File: config.mk
export PLATFORM = sky130hd
export DESIGN_NAME = fht_frame_sched_flat
export DESIGN_NICKNAME = d
export VERILOG_FILES = /design/src/rtl/fht_frame_sched_if.sv /design/src/rtl/fht_frame_sched.sv /design/src/flat_wrapper.sv
export SDC_FILE = /design/constraint.sdc
export NUM_CORES = 1
export LEC_CHECK = 0
export ABC_AREA = 0
export BUFFER_PORTS_ARGS = -buffer_cell sky130_fd_sc_hd__buf_2
export CAP_MARGIN = 20
export CORE_UTILIZATION = 40
export CTS_CLUSTER_SIZE = 20
export DETAILED_ROUTE_END_ITERATION = 10
export PLACE_DENSITY = 0.73
export REMOVE_ABC_BUFFERS = 1
export SLEW_MARGIN = 20
export SYNTH_ARGS = -nofsm -noshare
export SYNTH_HDL_FRONTEND = slang
export SYNTH_SLANG_ARGS = --single-unit
File: constraint.sdc
create_clock -name iCLK -period 9.1 [get_ports iCLK]
set_input_delay 0.91 -clock iCLK [delete_from_list [all_inputs] [get_ports iCLK]]
set_output_delay 0.91 -clock iCLK [all_outputs]
set_load 0.05 [all_outputs]
File: src/rtl/fht_frame_sched_if.sv
`default_nettype none
// ============================================================================
//  Module   : fht_frame_sched_if
//  Purpose  : Bundles the stream, bank-RAM and FHT-core signals of the frame
//             scheduler into one interface.
//  Modports : master - the scheduler (drives every o* signal)
//             slave  - the environment (drives every i* signal)
//  Signals  : input stream  iFRAME_START, iDATA, iDATA_VALID, oDATA_READY
//             bank writes   oWR_EN, oWR_BANK, oWR_ADDR, oWR_DATA
//             FHT core      oFHT_START, iFHT_RDY, iFHT_SOURCE, oRES_SET
//             bank reads    oRD_EN, oRD_BANK, oRD_ADDR, iRD_DATA
//             output stream oOUT_DATA, oOUT_VALID, iOUT_READY
//             status        oOWNER, oBUSY, oDONE, oERR, oFRAME_CNT
//  Revision : 1.0 - initial release
// ============================================================================
interface fht_frame_sched_if #(
  parameter int A_BIT = 8,
  parameter int D_BIT = 16
);
  logic             iFRAME_START;
  logic [D_BIT-1:0] iDATA;
  logic             iDATA_VALID;
  logic             oDATA_READY;
  logic             oWR_EN;
  logic [1:0]       oWR_BANK;
  logic [A_BIT-1:0] oWR_ADDR;
  logic [D_BIT-1:0] oWR_DATA;
  logic             oFHT_START;
  logic             iFHT_RDY;
  logic             iFHT_SOURCE;
  logic             oRES_SET;
  logic             oRD_EN;
  logic [1:0]       oRD_BANK;
  logic [A_BIT-1:0] oRD_ADDR;
  logic [D_BIT-1:0] iRD_DATA;
  logic [D_BIT-1:0] oOUT_DATA;
  logic             oOUT_VALID;
  logic             iOUT_READY;
  logic [1:0]       oOWNER;
  logic             oBUSY;
  logic             oDONE;
  logic             oERR;
  logic [15:0]      oFRAME_CNT;

  modport master (
    input  iFRAME_START, iDATA, iDATA_VALID, iFHT_RDY, iFHT_SOURCE, iRD_DATA, iOUT_READY,
    output oDATA_READY, oWR_EN, oWR_BANK, oWR_ADDR, oWR_DATA, oFHT_START, oRES_SET,
           oRD_EN, oRD_BANK, oRD_ADDR, oOUT_DATA, oOUT_VALID, oOWNER, oBUSY, oDONE,
           oERR, oFRAME_CNT
  );

  modport slave (
    output iFRAME_START, iDATA, iDATA_VALID, iFHT_RDY, iFHT_SOURCE, iRD_DATA, iOUT_READY,
    input  oDATA_READY, oWR_EN, oWR_BANK, oWR_ADDR, oWR_DATA, oFHT_START, oRES_SET,
           oRD_EN, oRD_BANK, oRD_ADDR, oOUT_DATA, oOUT_VALID, oOWNER, oBUSY, oDONE,
           oERR, oFRAME_CNT
  );
endinterface
`default_nettype wire

File: src/rtl/fht_frame_sched.sv
`default_nettype none
// ============================================================================
//  Module   : fht_frame_sched
//  Purpose  : Frame-level sequencer around the FHT core and its 4-bank RAM.
//             Loads one N = 4<<A_BIT point frame from a valid/ready stream,
//             kicks the core, waits for completion (with timeout), then
//             streams the result out through a 2-entry FIFO with
//             backpressure. Drives the bank-ownership select.
//  Ports    : iCLK   - clock
//             iRESET - synchronous reset, active-high
//             bus    - fht_frame_sched_if.master (stream, bank RAM, core,
//                      status signals)
//  Revision : 1.0 - initial release
// ============================================================================
module fht_frame_sched #(
  parameter int A_BIT   = 8,
  parameter int D_BIT   = 16,
  parameter int TIMEOUT = 4096
) (
  input  wire logic           iCLK,
  input  wire logic           iRESET,
  fht_frame_sched_if.master   bus
);

  localparam int              N          = 4 << A_BIT;
  localparam int              KW         = A_BIT + 3;   // holds 0..N
  localparam logic [KW-1:0]   C_LAST     = KW'(N - 1);
  localparam logic [KW-1:0]   C_N        = KW'(N);
  localparam logic [15:0]     C_TMO_LAST = 16'(TIMEOUT - 1);

  typedef enum logic [2:0] {
    S_IDLE   = 3'd0,
    S_LOAD   = 3'd1,
    S_KICK   = 3'd2,
    S_RUN    = 3'd3,
    S_UNLOAD = 3'd4
  } state_t;

  state_t           state_q, state_d;
  logic [KW-1:0]    k_q, k_d;              // load index / unload read-issue index
  logic [KW-1:0]    out_cnt_q, out_cnt_d;  // samples popped during unload
  logic [15:0]      tmo_q, tmo_d;          // RUN cycles already elapsed
  logic             seen_busy_q, seen_busy_d;
  logic             res_set_q, res_set_d;
  logic             err_q, err_d;
  logic             done_q, done_d;
  logic [15:0]      frame_cnt_q, frame_cnt_d;
  logic             inflight_q, inflight_d;
  logic [D_BIT-1:0] fifo_q [2];
  logic [D_BIT-1:0] fifo_d [2];
  logic             wr_ptr_q, wr_ptr_d;
  logic             rd_ptr_q, rd_ptr_d;
  logic [1:0]       cnt_q, cnt_d;

  logic             w_accept;
  logic             w_push;
  logic             w_pop;
  logic [2:0]       w_occ_after;
  logic             w_rd_en;

  assign w_accept = (state_q == S_LOAD) && bus.iDATA_VALID;
  assign w_push   = inflight_q;
  assign w_pop    = (cnt_q != 2'd0) && bus.iOUT_READY;

  // Occupancy after this cycle's pop, counting the read still in flight.
  // Crediting the pop here is what lets the 2-entry FIFO sustain one sample
  // per cycle: otherwise a full pipeline would stall every third cycle.
  assign w_occ_after = {1'b0, cnt_q} + {2'b00, inflight_q} - {2'b00, w_pop};
  assign w_rd_en     = (state_q == S_UNLOAD) && (w_occ_after < 3'd2) && (k_q < C_N);

  always_ff @(posedge iCLK) begin
    if (iRESET) begin
      state_q     <= S_IDLE;
      k_q         <= '0;
      out_cnt_q   <= '0;
      tmo_q       <= '0;
      seen_busy_q <= 1'b0;
      res_set_q   <= 1'b0;
      err_q       <= 1'b0;
      done_q      <= 1'b0;
      frame_cnt_q <= '0;
      inflight_q  <= 1'b0;
      fifo_q[0]   <= '0;
      fifo_q[1]   <= '0;
      wr_ptr_q    <= 1'b0;
      rd_ptr_q    <= 1'b0;
      cnt_q       <= '0;
    end else begin
      state_q     <= state_d;
      k_q         <= k_d;
      out_cnt_q   <= out_cnt_d;
      tmo_q       <= tmo_d;
      seen_busy_q <= seen_busy_d;
      res_set_q   <= res_set_d;
      err_q       <= err_d;
      done_q      <= done_d;
      frame_cnt_q <= frame_cnt_d;
      inflight_q  <= inflight_d;
      fifo_q[0]   <= fifo_d[0];
      fifo_q[1]   <= fifo_d[1];
      wr_ptr_q    <= wr_ptr_d;
      rd_ptr_q    <= rd_ptr_d;
      cnt_q       <= cnt_d;
    end
  end

  always_comb begin
    state_d     = state_q;
    k_d         = k_q;
    out_cnt_d   = out_cnt_q;
    tmo_d       = tmo_q;
    seen_busy_d = seen_busy_q;
    res_set_d   = res_set_q;
    err_d       = err_q;
    done_d      = 1'b0;
    frame_cnt_d = frame_cnt_q;
    inflight_d  = w_rd_en;
    fifo_d[0]   = fifo_q[0];
    fifo_d[1]   = fifo_q[1];
    wr_ptr_d    = wr_ptr_q;
    rd_ptr_d    = rd_ptr_q;
    cnt_d       = cnt_q + {1'b0, w_push} - {1'b0, w_pop};

    // Read data returns exactly one cycle after the request.
    if (w_push) begin
      fifo_d[wr_ptr_q] = bus.iRD_DATA;
      wr_ptr_d         = ~wr_ptr_q;
    end
    if (w_pop) begin
      rd_ptr_d = ~rd_ptr_q;
    end

    case (state_q)
      S_IDLE: begin
        if (bus.iFRAME_START) begin
          state_d   = S_LOAD;
          k_d       = '0;
          out_cnt_d = '0;
          err_d     = 1'b0;
        end
      end
      S_LOAD: begin
        if (w_accept) begin
          k_d = k_q + 1'b1;
          if (k_q == C_LAST) begin
            state_d = S_KICK;
          end
        end
      end
      S_KICK: begin
        seen_busy_d = 1'b0;
        tmo_d       = '0;
        state_d     = S_RUN;
      end
      S_RUN: begin
        if (!bus.iFHT_RDY) begin
          seen_busy_d = 1'b1;
        end
        // Ready only counts as completion once the core has been seen busy;
        // it is still high from its idle state right after the start pulse.
        if (seen_busy_q && bus.iFHT_RDY) begin
          res_set_d = bus.iFHT_SOURCE;
          k_d       = '0;
          out_cnt_d = '0;
          state_d   = S_UNLOAD;
        end else if (tmo_q >= C_TMO_LAST) begin
          // This is the TIMEOUT-th cycle spent in RUN.
          err_d   = 1'b1;
          state_d = S_IDLE;
        end else begin
          tmo_d = tmo_q + 16'd1;
        end
      end
      S_UNLOAD: begin
        if (w_rd_en) begin
          k_d = k_q + 1'b1;
        end
        if (w_pop) begin
          out_cnt_d = out_cnt_q + 1'b1;
          if (out_cnt_q == C_LAST) begin
            done_d      = 1'b1;
            frame_cnt_d = frame_cnt_q + 16'd1;
            state_d     = S_IDLE;
          end
        end
      end
      default: begin
        state_d = S_IDLE;
      end
    endcase
  end

  always_comb begin
    case (state_q)
      S_KICK, S_RUN: bus.oOWNER = 2'd1;
      S_UNLOAD:      bus.oOWNER = 2'd2;
      default:       bus.oOWNER = 2'd0;
    endcase
  end

  assign bus.oDATA_READY = (state_q == S_LOAD);
  assign bus.oWR_EN      = w_accept;
  assign bus.oWR_BANK    = w_accept ? k_q[1:0] : 2'd0;
  assign bus.oWR_ADDR    = w_accept ? k_q[A_BIT+1:2] : '0;
  assign bus.oWR_DATA    = w_accept ? bus.iDATA : '0;
  assign bus.oFHT_START  = (state_q == S_KICK);
  assign bus.oRES_SET    = res_set_q;
  assign bus.oRD_EN      = w_rd_en;
  assign bus.oRD_BANK    = w_rd_en ? k_q[1:0] : 2'd0;
  assign bus.oRD_ADDR    = w_rd_en ? k_q[A_BIT+1:2] : '0;
  assign bus.oOUT_VALID  = (cnt_q != 2'd0);
  assign bus.oOUT_DATA   = (cnt_q != 2'd0) ? fifo_q[rd_ptr_q] : '0;
  assign bus.oBUSY       = (state_q != S_IDLE);
  assign bus.oDONE       = done_q;
  assign bus.oERR        = err_q;
  assign bus.oFRAME_CNT  = frame_cnt_q;

endmodule
`default_nettype wire

File: src/flat_wrapper.sv
// flat-port wrapper written by rule: the top's interface ports become plain ports
module fht_frame_sched_flat 
#(
  parameter int A_BIT   = 8,
  parameter int D_BIT   = 16,
  parameter int TIMEOUT = 4096
)
  (iCLK, iRESET, bus_iFRAME_START, bus_iDATA, bus_iDATA_VALID, bus_iFHT_RDY, bus_iFHT_SOURCE, bus_iRD_DATA, bus_iOUT_READY, bus_oDATA_READY, bus_oWR_EN, bus_oWR_BANK, bus_oWR_ADDR, bus_oWR_DATA, bus_oFHT_START, bus_oRES_SET, bus_oRD_EN, bus_oRD_BANK, bus_oRD_ADDR, bus_oOUT_DATA, bus_oOUT_VALID, bus_oOWNER, bus_oBUSY, bus_oDONE, bus_oERR, bus_oFRAME_CNT);
  fht_frame_sched_if #(.A_BIT(A_BIT), .D_BIT(D_BIT)) bus_i ();
  input  wire logic iCLK;
  input  wire logic iRESET;
  input wire logic [$bits(bus_i.iFRAME_START)-1:0] bus_iFRAME_START;
  input wire logic [$bits(bus_i.iDATA)-1:0] bus_iDATA;
  input wire logic [$bits(bus_i.iDATA_VALID)-1:0] bus_iDATA_VALID;
  input wire logic [$bits(bus_i.iFHT_RDY)-1:0] bus_iFHT_RDY;
  input wire logic [$bits(bus_i.iFHT_SOURCE)-1:0] bus_iFHT_SOURCE;
  input wire logic [$bits(bus_i.iRD_DATA)-1:0] bus_iRD_DATA;
  input wire logic [$bits(bus_i.iOUT_READY)-1:0] bus_iOUT_READY;
  output wire logic [$bits(bus_i.oDATA_READY)-1:0] bus_oDATA_READY;
  output wire logic [$bits(bus_i.oWR_EN)-1:0] bus_oWR_EN;
  output wire logic [$bits(bus_i.oWR_BANK)-1:0] bus_oWR_BANK;
  output wire logic [$bits(bus_i.oWR_ADDR)-1:0] bus_oWR_ADDR;
  output wire logic [$bits(bus_i.oWR_DATA)-1:0] bus_oWR_DATA;
  output wire logic [$bits(bus_i.oFHT_START)-1:0] bus_oFHT_START;
  output wire logic [$bits(bus_i.oRES_SET)-1:0] bus_oRES_SET;
  output wire logic [$bits(bus_i.oRD_EN)-1:0] bus_oRD_EN;
  output wire logic [$bits(bus_i.oRD_BANK)-1:0] bus_oRD_BANK;
  output wire logic [$bits(bus_i.oRD_ADDR)-1:0] bus_oRD_ADDR;
  output wire logic [$bits(bus_i.oOUT_DATA)-1:0] bus_oOUT_DATA;
  output wire logic [$bits(bus_i.oOUT_VALID)-1:0] bus_oOUT_VALID;
  output wire logic [$bits(bus_i.oOWNER)-1:0] bus_oOWNER;
  output wire logic [$bits(bus_i.oBUSY)-1:0] bus_oBUSY;
  output wire logic [$bits(bus_i.oDONE)-1:0] bus_oDONE;
  output wire logic [$bits(bus_i.oERR)-1:0] bus_oERR;
  output wire logic [$bits(bus_i.oFRAME_CNT)-1:0] bus_oFRAME_CNT;
  assign bus_i.iFRAME_START = bus_iFRAME_START;
  assign bus_i.iDATA = bus_iDATA;
  assign bus_i.iDATA_VALID = bus_iDATA_VALID;
  assign bus_i.iFHT_RDY = bus_iFHT_RDY;
  assign bus_i.iFHT_SOURCE = bus_iFHT_SOURCE;
  assign bus_i.iRD_DATA = bus_iRD_DATA;
  assign bus_i.iOUT_READY = bus_iOUT_READY;
  assign bus_oDATA_READY = bus_i.oDATA_READY;
  assign bus_oWR_EN = bus_i.oWR_EN;
  assign bus_oWR_BANK = bus_i.oWR_BANK;
  assign bus_oWR_ADDR = bus_i.oWR_ADDR;
  assign bus_oWR_DATA = bus_i.oWR_DATA;
  assign bus_oFHT_START = bus_i.oFHT_START;
  assign bus_oRES_SET = bus_i.oRES_SET;
  assign bus_oRD_EN = bus_i.oRD_EN;
  assign bus_oRD_BANK = bus_i.oRD_BANK;
  assign bus_oRD_ADDR = bus_i.oRD_ADDR;
  assign bus_oOUT_DATA = bus_i.oOUT_DATA;
  assign bus_oOUT_VALID = bus_i.oOUT_VALID;
  assign bus_oOWNER = bus_i.oOWNER;
  assign bus_oBUSY = bus_i.oBUSY;
  assign bus_oDONE = bus_i.oDONE;
  assign bus_oERR = bus_i.oERR;
  assign bus_oFRAME_CNT = bus_i.oFRAME_CNT;
  fht_frame_sched #(.A_BIT(A_BIT), .D_BIT(D_BIT), .TIMEOUT(TIMEOUT)) u_core (.iCLK(iCLK), .iRESET(iRESET), .bus(bus_i));
endmodule
== Yosys cells after proc, flatten, opt, wreduce, memory -nomap -nowiden ==
Memories as Yosys holds them, arrays and structs flattened. A register that Yosys moved wholly into a read port is not among the register bits.
Cells that the tools add are included.
Word-level totals
  register bits after elaboration: 66
  RAM bits: 32
  input port bits: 39
  output and inout bits: 79
  logic and storage cells: 118
  memories: 1
Memory list
  u_core.fifo_q: words 2, width 16, read ports 3, clocked after memory_dff 1, wr ports 2, RTL line fht_frame_sched.sv:49  | logic [D_BIT-1:0] fifo_q [2];
Cells by class
  add/subtract/negate cells: 8
  order comparisons: 5
  equality and inequality tests: 18
  multiplexer cells: 43
  bitwise operators: 7
  reductions and logical operators: 23
Operators with widths (count)
  $mux 16: 7
  $mux 11: 5
  $pmux 11 s4: 1
  $pmux 11 s3: 1
  $add 16x1->16 const B: 2
  $bwmux 32: 1
  $mux 32: 1
  $pmux 16 s2: 1
  $add 11x1->11 const B: 2
  $eq 11x10->1 const B: 2
  $mux 3: 7
  $demux 16 s1: 1
  $ge 16x12->1 const B: 1
  $mux 8: 2
  $pmux 3 s5: 1
  $ne 2x1->1 const B: 6
  $lt 11x11->1 const B: 1
  $mux 1: 10
  $ne 2x2->1 const B: 5
  $reduce_and 4->1: 2
  $eq 3x2->1 const B: 2
  $logic_and 1x1->1: 6
  $reduce_and 3->1: 2
  $reduce_and 6->1: 1
  24 further kinds: 34

== Logic depth before layout (Yosys ltp) ==
Gate-level depths: netlist of run 1.
  depth in word-level cells: 8
  gate-level depth with buffers: 12
  depth with buffers taken out: 11

== Worst setup path before layout of run 1 ==
Ideal clock, no wire load.
  path kind: in2out
  start: in bus_iOUT_READY
  end: out bus_oRD_ADDR[0]
  arrival: 4.001 ns
  data required time: 8.190 ns
  slack: 4.189 ns
  cell stages on the path: 10
  path buffers: 2
  cells stage by stage: o21ai_1 -> inv_1 -> ha_1 -> inv_1 -> ha_1 -> fa_1 -> nor4_4 -> buf_4 -> clkbuf_1 -> and2_1
Between the ends
  cells in the longest elaborated chain, start to end: 6
RTL lines
  from (decl): RTL line flat_wrapper.sv:18  | input wire logic [$bits(bus_i.iOUT_READY)-1:0] bus_iOUT_READY;
  $logic_and 1x1->1: RTL line fht_frame_sched.sv:63  | assign w_pop = (cnt_q != 2'd0) && bus.iOUT_READY;
  net u_core.w_pop: RTL line fht_frame_sched.sv:57  | logic w_pop;
  $sub 3x1->3: RTL line fht_frame_sched.sv:68  | assign w_occ_after = {1'b0, cnt_q} + {2'b00, inflight_q} - {2'b00, w_pop};
  $lt 3x2->1: RTL line fht_frame_sched.sv:69  | assign w_rd_en = (state_q == S_UNLOAD) && (w_occ_after < 3'd2) && (k_q < C_N);
  $logic_and 1x1->1 (2 in series): RTL line fht_frame_sched.sv:69
  net bus_oRD_EN: RTL line flat_wrapper.sv:26  | output wire logic [$bits(bus_i.oRD_EN)-1:0] bus_oRD_EN;
  $mux 8: RTL line fht_frame_sched.sv:210  | assign bus.oRD_ADDR = w_rd_en ? k_q[A_BIT+1:2] : '0;
  to (decl): RTL line flat_wrapper.sv:28  | output wire logic [$bits(bus_i.oRD_ADDR)-1:0] bus_oRD_ADDR;
The timed path passes the listed nets, and every way through them passes these cells.

== Worst setup path in the final report of run 1 ==
  start: in bus_iOUT_READY
  end: out bus_oRD_ADDR[4]
Between the ends
  cells in the longest elaborated chain, start to end: 6
RTL lines (RTL line)
  $logic_and 1x1->1: fht_frame_sched.sv:63
  net u_core.w_pop: fht_frame_sched.sv:57
  $sub 3x1->3: fht_frame_sched.sv:68
  $lt 3x2->1: fht_frame_sched.sv:69
  $logic_and 1x1->1 (2 in series): fht_frame_sched.sv:69
  $mux 8: fht_frame_sched.sv:210
The timed path passes the listed nets, and every way through them passes these cells.

==> insert_results.sql, run 1 <==
INSERT INTO impl_metrics (metric_group, metric, value, unit) VALUES
('status', 'run_status', 'complete, but fails checks', ''),
('status', 'failing_checks', 'DRC', ''),
('grt', 'top_usage_layer', 'met2', ''),
('grt', 'globalRouteMet2Util', '32.55', '%'),
('routing', 'drc_errors_left', '18', ''),
('grt', 'groute.usage.overall', '18.48', '%'),
('worst_setup_path', 'critical-path-slowest-cell', 'sky130_fd_sc_hd__nor4_4', ''),
('logic_synthesis', 'syn-instance-count', '586', ''),
('placed_design', 'dpl.cell_count', '820', ''),
('logic_synthesis', 'post_synth_mux_area_share', '4.152', '%'),
('worst_setup_path', 'startpoint_type', 'input port', ''),
('grt', 'number_of_antenna_violations_at_the_first_check_in_global_routing', '0', ''),
('timing', 'timing.final.max_slew_violations', '0', ''),
('hold_path', 'worst_hold_path_type', 'flip-flop to flip-flop', ''),
('die', 'rows', '39', ''),
('logic_synthesis', 'post-synth-top-count-cell', 'sky130_fd_sc_hd__dfxtp_1', ''),
('worst_setup_path', 'setup.reg_to_reg.worst_slack', '4990', 'ps'),
('routing', 'drt-vias-per-instance', '5.103', ''),
('worst_setup_path', 'regToRegStartpoint', 'u_core.cnt_q[1]', ''),
('hold_path', 'worstHoldPathCells', '2', ''),
('routing', 'total_routed_wirelength', '11.13', 'mm'),
('grt', 'grt_max_degree', '73', ''),
('worst_setup_path', 'crit_path_max_incr_delay', '930', 'ps'),
('timing', 'max_slew_margin', '30.92', '%'),
('timing', 'finalSetupViolCount', '0', ''),
('cts', 'clock_edge_transition_at_the_registers_on_the_reported_setup_and_hold_paths', '60', 'ps'),
('logic_synthesis', 'synth-simple-area-share', '30.90', '%'),
('power', 'power_leakage', '2.335', 'nW'),
('timing', 'finalSetupTns', '0', 'ps'),
('hold_path', 'worstHoldStart', 'u_core.fifo_q[0][0]', ''),
('cts', 'cts_num_sinks', '99', ''),
('cts', 'cts_tree', 'done', ''),
('logic_synthesis', 'ys_top_cells_by_area', 'sky130_fd_sc_hd__dfxtp_1 41%, sky130_fd_sc_hd__nand2_1 7.2%, sky130_fd_sc_hd__nor2_1 5.8%, sky130_fd_sc_hd__and2_1 5.7%, sky130_fd_sc_hd__a21oi_1 5.1%', ''),
('cts', 'post-cts-setup-buffers', '0', ''),
('cts', 'worstSkewPairLatency', '340', 'ps'),
('hold_path', 'timing.hold.worst_endpoint', 'u_core.fifo_q[0][0]', ''),
('logic_synthesis', 'netlist_top_cells_count', '99 x sky130_fd_sc_hd__dfxtp_1, 92 x sky130_fd_sc_hd__nand2_1, 75 x sky130_fd_sc_hd__nor2_1', ''),
('logic_synthesis', 'post_synth_edffs', '0', ''),
('worst_setup_path', 'number_of_buffers_and_inverters_on_the_critical_path', '4', ''),
('logic_synthesis', 'synth_xor_xnor_area_share', '6.902', '%'),
('die', 'floorplan.io_pins', '118', ''),
('worst_setup_path', 'endpoint_kind', 'output port', ''),
('placed_design', 'place_hpwl', '7.899', 'mm'),
('placed_design', 'io_buffers', '117', ''),
('finish', 'layout.cells.non_filler', '835', ''),
('timing', 'hold-worst-slack', '454.2', 'ps'),
('logic_synthesis', 'largest_family_of_logic_cells_by_synthesized_area', 'simple AND/OR/NAND/NOR gates', ''),
('power', 'power.density_cell_area', '167.4', 'mW/mm^2'),
('routing', 'via_count', '4261', ''),
('logic_synthesis', 'yosysSeqAreaShare', '41.10', '%'),
('placed_design', 'dpl-instance-area', '0.005488', 'sq mm'),
('grt', 'global_route.overflow_total', '0', ''),
('finish', 'postLayoutCoreUtil', '50.01', '%'),
('logic_synthesis', 'avgSynthCellArea', '8.229', 'sq um'),
('finish', 'num_antenna_cells', '0', ''),
('logic_synthesis', 'number_of_distinct_library_cells_after_synthesis', '59', ''),
('timing', 'timing_hold_violations_final', '0', ''),
('power', 'power.ir.vdd_worst', '0.09633', 'mV'),
('worst_setup_path', 'crit-reg2reg-capture', 'u_core.k_q[10]', ''),
('die', 'initial_core_util', '41.70', '%'),
('logic_synthesis', 'synth_largest_area_cell', 'sky130_fd_sc_hd__dfxtp_1', ''),
('logic_synthesis', 'post_synth_instance_area', '0.004822', 'sq mm'),
('die', 'core_footprint', '0.01156', 'sq mm'),
('routing', 'post_drt_wl_per_cell', '13.33', 'um'),
('die', 'die_height', '111.8', 'um'),
('grt', 'first_global_vias', '4012', ''),
('routing', 'drt_first_iter_violations', '211', ''),
('worst_setup_path', 'worst-path-max-fanout', '20', ''),
('grt', 'met1_global_route_usage', '22.37', '%'),
('worst_setup_path', 'critical-path-top-delay-family', 'simple AND/OR/NAND/NOR gates', ''),
('routing', 'drt-pass1-iter-count', '7', '');
-- final cells by class --
type / instances / area, sq um
clock buffers: 10 / 239.0
well taps: 143 / 178.9
clock inverters: 5 / 53.80
multi-input cells: 445 / 2676
fillers: 1090 / 5782
flip-flops and latches: 99 / 1982
repair buffers: 119 / 600.6
inverters: 14 / 52.55
-- through the flow --
stage | worst slack, ps | power, W
after floorplan | 4194 | 0.0005567
after global placement | 4166 | 0.0005965
after detailed placement | 4053 | 0.0006040
after CTS | 4041 | 0.0009791
after global routing | 3774 | 0.001011
final | 4064 | 0.0009679
-- power breakdown --
group / internal, W / total [W] / switching [W] / leakage, nW
clock: 0.000218 / 0.000375 / 0.000157 / 0.148
sequential: 0.000441 / 0.000461 / 0.0000200 / 0.797
combinational: 0.0000467 / 0.000132 / 0.0000855 / 1.39
total: 0.000705 / 0.000968 / 0.000262 / 2.34
-- flip-flops by register name, summed over array words and instances (netlist names), named ones only --
signal and cells:
u_core.fifo_q 32, u_core.bus.oRES_SET 1, u_core.rd_ptr_q 1, u_core.k_q 11, u_core.bus.oERR 1, u_core.out_cnt_q 11
u_core.cnt_q 2, u_core.bus.oDONE 1, u_core.state_q 3, u_core.inflight_q 1, u_core.tmo_q 16, u_core.wr_ptr_q 1
u_core.seen_busy_q 1, u_core.bus.oFRAME_CNT 16
-- worst max path at each step --
stage                       to  depth (start not counted)  slack [ps]            from
2_1_floorplan  bus_oRD_ADDR[0]                          8        4190  bus_iOUT_READY
3_3_place_gp   bus_oRD_ADDR[4]                         10        4170  bus_iOUT_READY
3_5_place_dp   bus_oRD_ADDR[4]                         10        4050  bus_iOUT_READY
4_1_cts        bus_oRD_ADDR[4]                         10        4040  bus_iOUT_READY
5_1_grt        bus_oRD_ADDR[7]                         11        3770  bus_iOUT_READY
6_report       bus_oRD_ADDR[4]                         10        4060  bus_iOUT_READY
-- metal layers --
layer	up-vias	wire length, um	share of wire, %
met5	-	0	0
met4	0	170	1.5
met3	15	585	5.3
met2	121	5352	48
met1	1942	5021	45
li1	2183	-	-
-- cell usage in the layout, fill, tap and decap left out, types with 6 or more instances in the layout --
cell type | netlist | routed
sky130_fd_sc_hd__buf_2 | 2 | 117
sky130_fd_sc_hd__dfxtp_1 | 99 | 99
sky130_fd_sc_hd__nand2_1 | 92 | 92
sky130_fd_sc_hd__nor2_1 | 75 | 73
sky130_fd_sc_hd__a21oi_1 | 49 | 49
sky130_fd_sc_hd__and2_1 | 44 | 44
sky130_fd_sc_hd__mux2i_1 | 20 | 20
sky130_fd_sc_hd__xnor2_1 | 19 | 19
sky130_fd_sc_hd__xor2_1 | 19 | 19
sky130_fd_sc_hd__nand3_1 | 16 | 16
sky130_fd_sc_hd__inv_1 | 13 | 13
sky130_fd_sc_hd__nand4_1 | 11 | 11
sky130_fd_sc_hd__clkbuf_16 | 0 | 9
sky130_fd_sc_hd__o21ai_0 | 7 | 7
sky130_fd_sc_hd__nand2b_1 | 7 | 7
sky130_fd_sc_hd__and3_1 | 6 | 6
sky130_fd_sc_hd__ha_1 | 6 | 6
-- cell families after synthesis --
kind of cell / Yosys count
AOI/OAI and AO/OA: 84
buffers and inverters: 42
xor gates and xnor gates: 38
DFF: 99
and+or+nand+nor: 296
muxes: 20
adders and majority gates: 7
-- tightest hold or removal path, stage by stage (launching register included) --
cell and delay [ps]:
sky130_fd_sc_hd__dfxtp_1 310, sky130_fd_sc_hd__nand2_1 50, sky130_fd_sc_hd__a21oi_1 50
Note: power is estimated with default switching activity, not from simulation.
==> inputs of run 2 (changes only) <==
Clock period 9.1 ns to 4.8 ns, I/O delays scaled along.
==> run 2 against run 1 <==
  * The flow still finishes with violations (DRC)
  * Clock-buffer cell count unchanged
  * Clock skew decreased by 2.0 ps
  * Sequential cell count unchanged
  * Clock power increased by 92%
  * Power increased by 90%
  * Final cell count increased by 0.12%
  * Sequential power increased by 90%
==> insert_results.sql, run 2 (synthesis results as in run 1) <==
INSERT INTO impl_metrics (metric_group, metric, value, unit) VALUES
('cts', 'post_cts_resized', '0', ''),
('placed_design', 'io_buffers', '117', ''),
('finish', 'largest_register_ffs', '32', ''),
('finish', 'layout_commonest_cell', 'sky130_fd_sc_hd__buf_2', ''),
('routing', 'drt-vias-per-instance', '5.224', ''),
('routing', 'post_drt_wl_per_cell', '13.80', 'um'),
('finish', 'layout.cells.most_common_list', '117 x sky130_fd_sc_hd__buf_2, 99 x sky130_fd_sc_hd__dfxtp_1, 92 x sky130_fd_sc_hd__nand2_1', ''),
('worst_setup_path', 'crit_path_max_incr_delay', '780', 'ps'),
('grt', 'grt_first_pass_wirelength', '18.84', 'mm'),
('die', 'fp.dieArea', '0.01250', 'sq mm'),
('grt', 'groute.usage.overall', '18.76', '%'),
('finish', 'drive_gt1_share', '22.94', '%'),
('power', 'power_leakage', '2.332', 'nW'),
('cts', 'holdBufCountCts', '0', ''),
('placed_design', 'dp_slack', '769.8', 'ps'),
('die', 'initial_core_util', '41.70', '%'),
('worst_setup_path', 'cp_cell_sequence', 'o21ai_1, inv_1, ha_1, inv_1, ha_1, fa_1, nor4_4, and2_1, buf_2', ''),
('placed_design', 'gpl.final_weighted_congestion', '0.8229', ''),
('grt', 'global_route.overflow_total', '0', ''),
('worst_setup_path', 'reg2regPathDepth', '10', ''),
('worst_setup_path', 'cp.depth', '9', ''),
('worst_setup_path', 'worst-path-max-fanout', '15', ''),
('timing', 'max_slew.worst_pin.slew', '979.8', 'ps'),
('cts', 'cts_max_level', '3', ''),
('placed_design', 'place_hpwl', '8.047', 'mm'),
('finish', 'num_antenna_cells', '0', ''),
('cts', 'cts_tree', 'done', ''),
('routing', 'postRouteAntennaNets', '0', ''),
('worst_setup_path', 'critPathArrivalTime', '3810', 'ps'),
('routing', 'drc_errors_left', '16', ''),
('grt', 'number_of_antenna_violations_at_the_first_check_in_global_routing', '0', ''),
('timing', 'finalSetupViolCount', '0', ''),
('timing', 'timing_hold_violations_final', '0', ''),
('die', 'core_footprint', '0.01156', 'sq mm'),
('timing', 'fmax', '0.2330', 'GHz'),
('timing', 'finalWorstSetupSlack', '507.9', 'ps'),
('cts', 'cts_num_sinks', '99', ''),
('worst_setup_path', 'number_of_buffers_and_inverters_on_the_critical_path', '3', ''),
('timing', 'period_needed', '4292', 'ps'),
('die', 'rows', '39', ''),
('status', 'failing_checks', 'DRC', ''),
('finish', 'fillerInstances', '1091', ''),
('cts', 'post-cts-setup-buffers', '0', ''),
('die', 'die_height', '111.8', 'um'),
('hold_path', 'worstHoldPathCells', '3', ''),
('routing', 'drt_first_iter_violations', '243', ''),
('timing', 'grt_setup_unrepaired', 'false', ''),
('worst_setup_path', 'critical-path-slowest-cell', 'sky130_fd_sc_hd__nor4_4', ''),
('cts', 'clockBufferDepth', '2', ''),
('worst_setup_path', 'kind_of_critical_path', 'flip-flop to output port', ''),
('worst_setup_path', 'endpoint_kind', 'output port', ''),
('cts', 'clock_tree.root_cell', 'sky130_fd_sc_hd__clkbuf_16', ''),
('job', 'maxCapViolations', '0', ''),
('routing', 'drt-pass1-iter-count', '8', ''),
('timing', 'timing.final.max_slew_violations', '0', ''),
('power', 'power.ir.vdd_worst', '0.1452', 'mV'),
('cts', 'numCtsBuffers', '9', ''),
('cts', 'clock_edge_transition_at_the_registers_on_the_reported_setup_and_hold_paths', '70', 'ps'),
('timing', 'finalSetupTns', '0', 'ps'),
('grt', 'first_global_vias', '4083', ''),
('routing', 'via_count', '4367', ''),
('timing', 'max_slew_margin', '34.59', '%'),
('hold_path', 'worst_hold_path_type', 'input port to flip-flop', ''),
('routing', 'total_routed_wirelength', '11.53', 'mm'),
('worst_setup_path', 'critical-path-top-delay-family', 'adder cells', ''),
('worst_setup_path', 'startpoint_type', 'flip-flop', ''),
('timing', 'clock-skew-final', '3.908', 'ps'),
('finish', 'nNetsFinal', '734', ''),
('die', 'floorplan.io_pins', '118', ''),
('power', 'power.density_cell_area', '317.6', 'mW/mm^2'),
('finish', 'max_flop_register', 'u_core.fifo_q', ''),
('grt', 'grt_max_degree', '72', ''),
('cts', 'worstSkewPairLatency', '340', 'ps'),
('die', 'die_w', '111.8', 'um'),
('finish', 'area.growth.synth_to_final', '20.01', '%'),
('worst_setup_path', 'timing.critical_path.required', '4320', 'ps'),
('timing', 'post_route_fraction_of_the_period_consumed_by_the_critical_path', '89.42', '%'),
('status', 'run_status', 'complete, but fails checks', '');
-- run 2: cell count changes in the layout (fill, tap and decap cells not counted), sizes merged --
cell      delta
clkinvlp     +1
clkinv       -1
inv          +1
-- run 2: worst paths after layout --
path | start | to | slack (ps)
setup / recovery | u_core.cnt_q[1] | bus_oRD_ADDR[7] | 510
hold / removal | bus_iFHT_SOURCE | u_core.bus.oRES_SET | 370
setup reg to reg | u_core.cnt_q[1] | u_core.k_q[10] | 860
hold reg to reg | u_core.fifo_q[1][15] | u_core.fifo_q[1][15] | 460
-- run 2: worst reg2reg max path: stages (launching register included) --
cell and delay [ps]:
sky130_fd_sc_hd__dfxtp_1 350, sky130_fd_sc_hd__o21ai_1 510, sky130_fd_sc_hd__inv_1 240, sky130_fd_sc_hd__ha_1 340
sky130_fd_sc_hd__inv_1 40, sky130_fd_sc_hd__ha_1 200, sky130_fd_sc_hd__fa_1 520, sky130_fd_sc_hd__nor4_4 780
sky130_fd_sc_hd__nor2_2 190, sky130_fd_sc_hd__or4_1 540, sky130_fd_sc_hd__a21oi_1 150
-- run 2: cell type report --
class                   instances  area [sq um]  share of cell area, %
repair buffers                119         600.6                  10.38
clock inverters                 6         65.06                  1.124
multi-input cells             445          2679                  46.29
clock buffers                  10         229.0                  3.957
well taps                     143         178.9                  3.092
inverters                      14         52.55                 0.9081
flip-flops and latches         99          1982                  34.25
-- run 2: power by group --
part / switching [W] / internal [W]
combinational: 0.000162 / 0.0000828
sequential: 0.0000387 / 0.000835
clock: 0.000314 / 0.000405
-- run 2: stage by stage --
| step | util [%] | total power (W) | cell area [sq um] | instances | hold slack [ps] |
|---|---|---|---|---|---|
| after floorplan | - | 0.001056 | 4706 | 558 | 429.6 |
| after global routing | 50.04 | 0.001924 | 5787 | 836 | 368.4 |
| after global placement | 47.43 | 0.001133 | 5485 | 820 | 441.2 |
| after CTS | 50.02 | 0.001866 | 5784 | 836 | 353.2 |
| final | 50.04 | 0.001838 | 5787 | 836 | 370.4 |
| after detailed placement | 47.47 | 0.001141 | 5490 | 820 | 446.7 |
-- run 2: routing by layer --
layer	GRT usage [%]	part of all wire (%)	up-vias
li1	-	-	2175
met1	22.08	43	2049
met2	32.96	50	131
met3	4.246	5.9	12
met4	7.387	0.97	0
met5	0	0	-
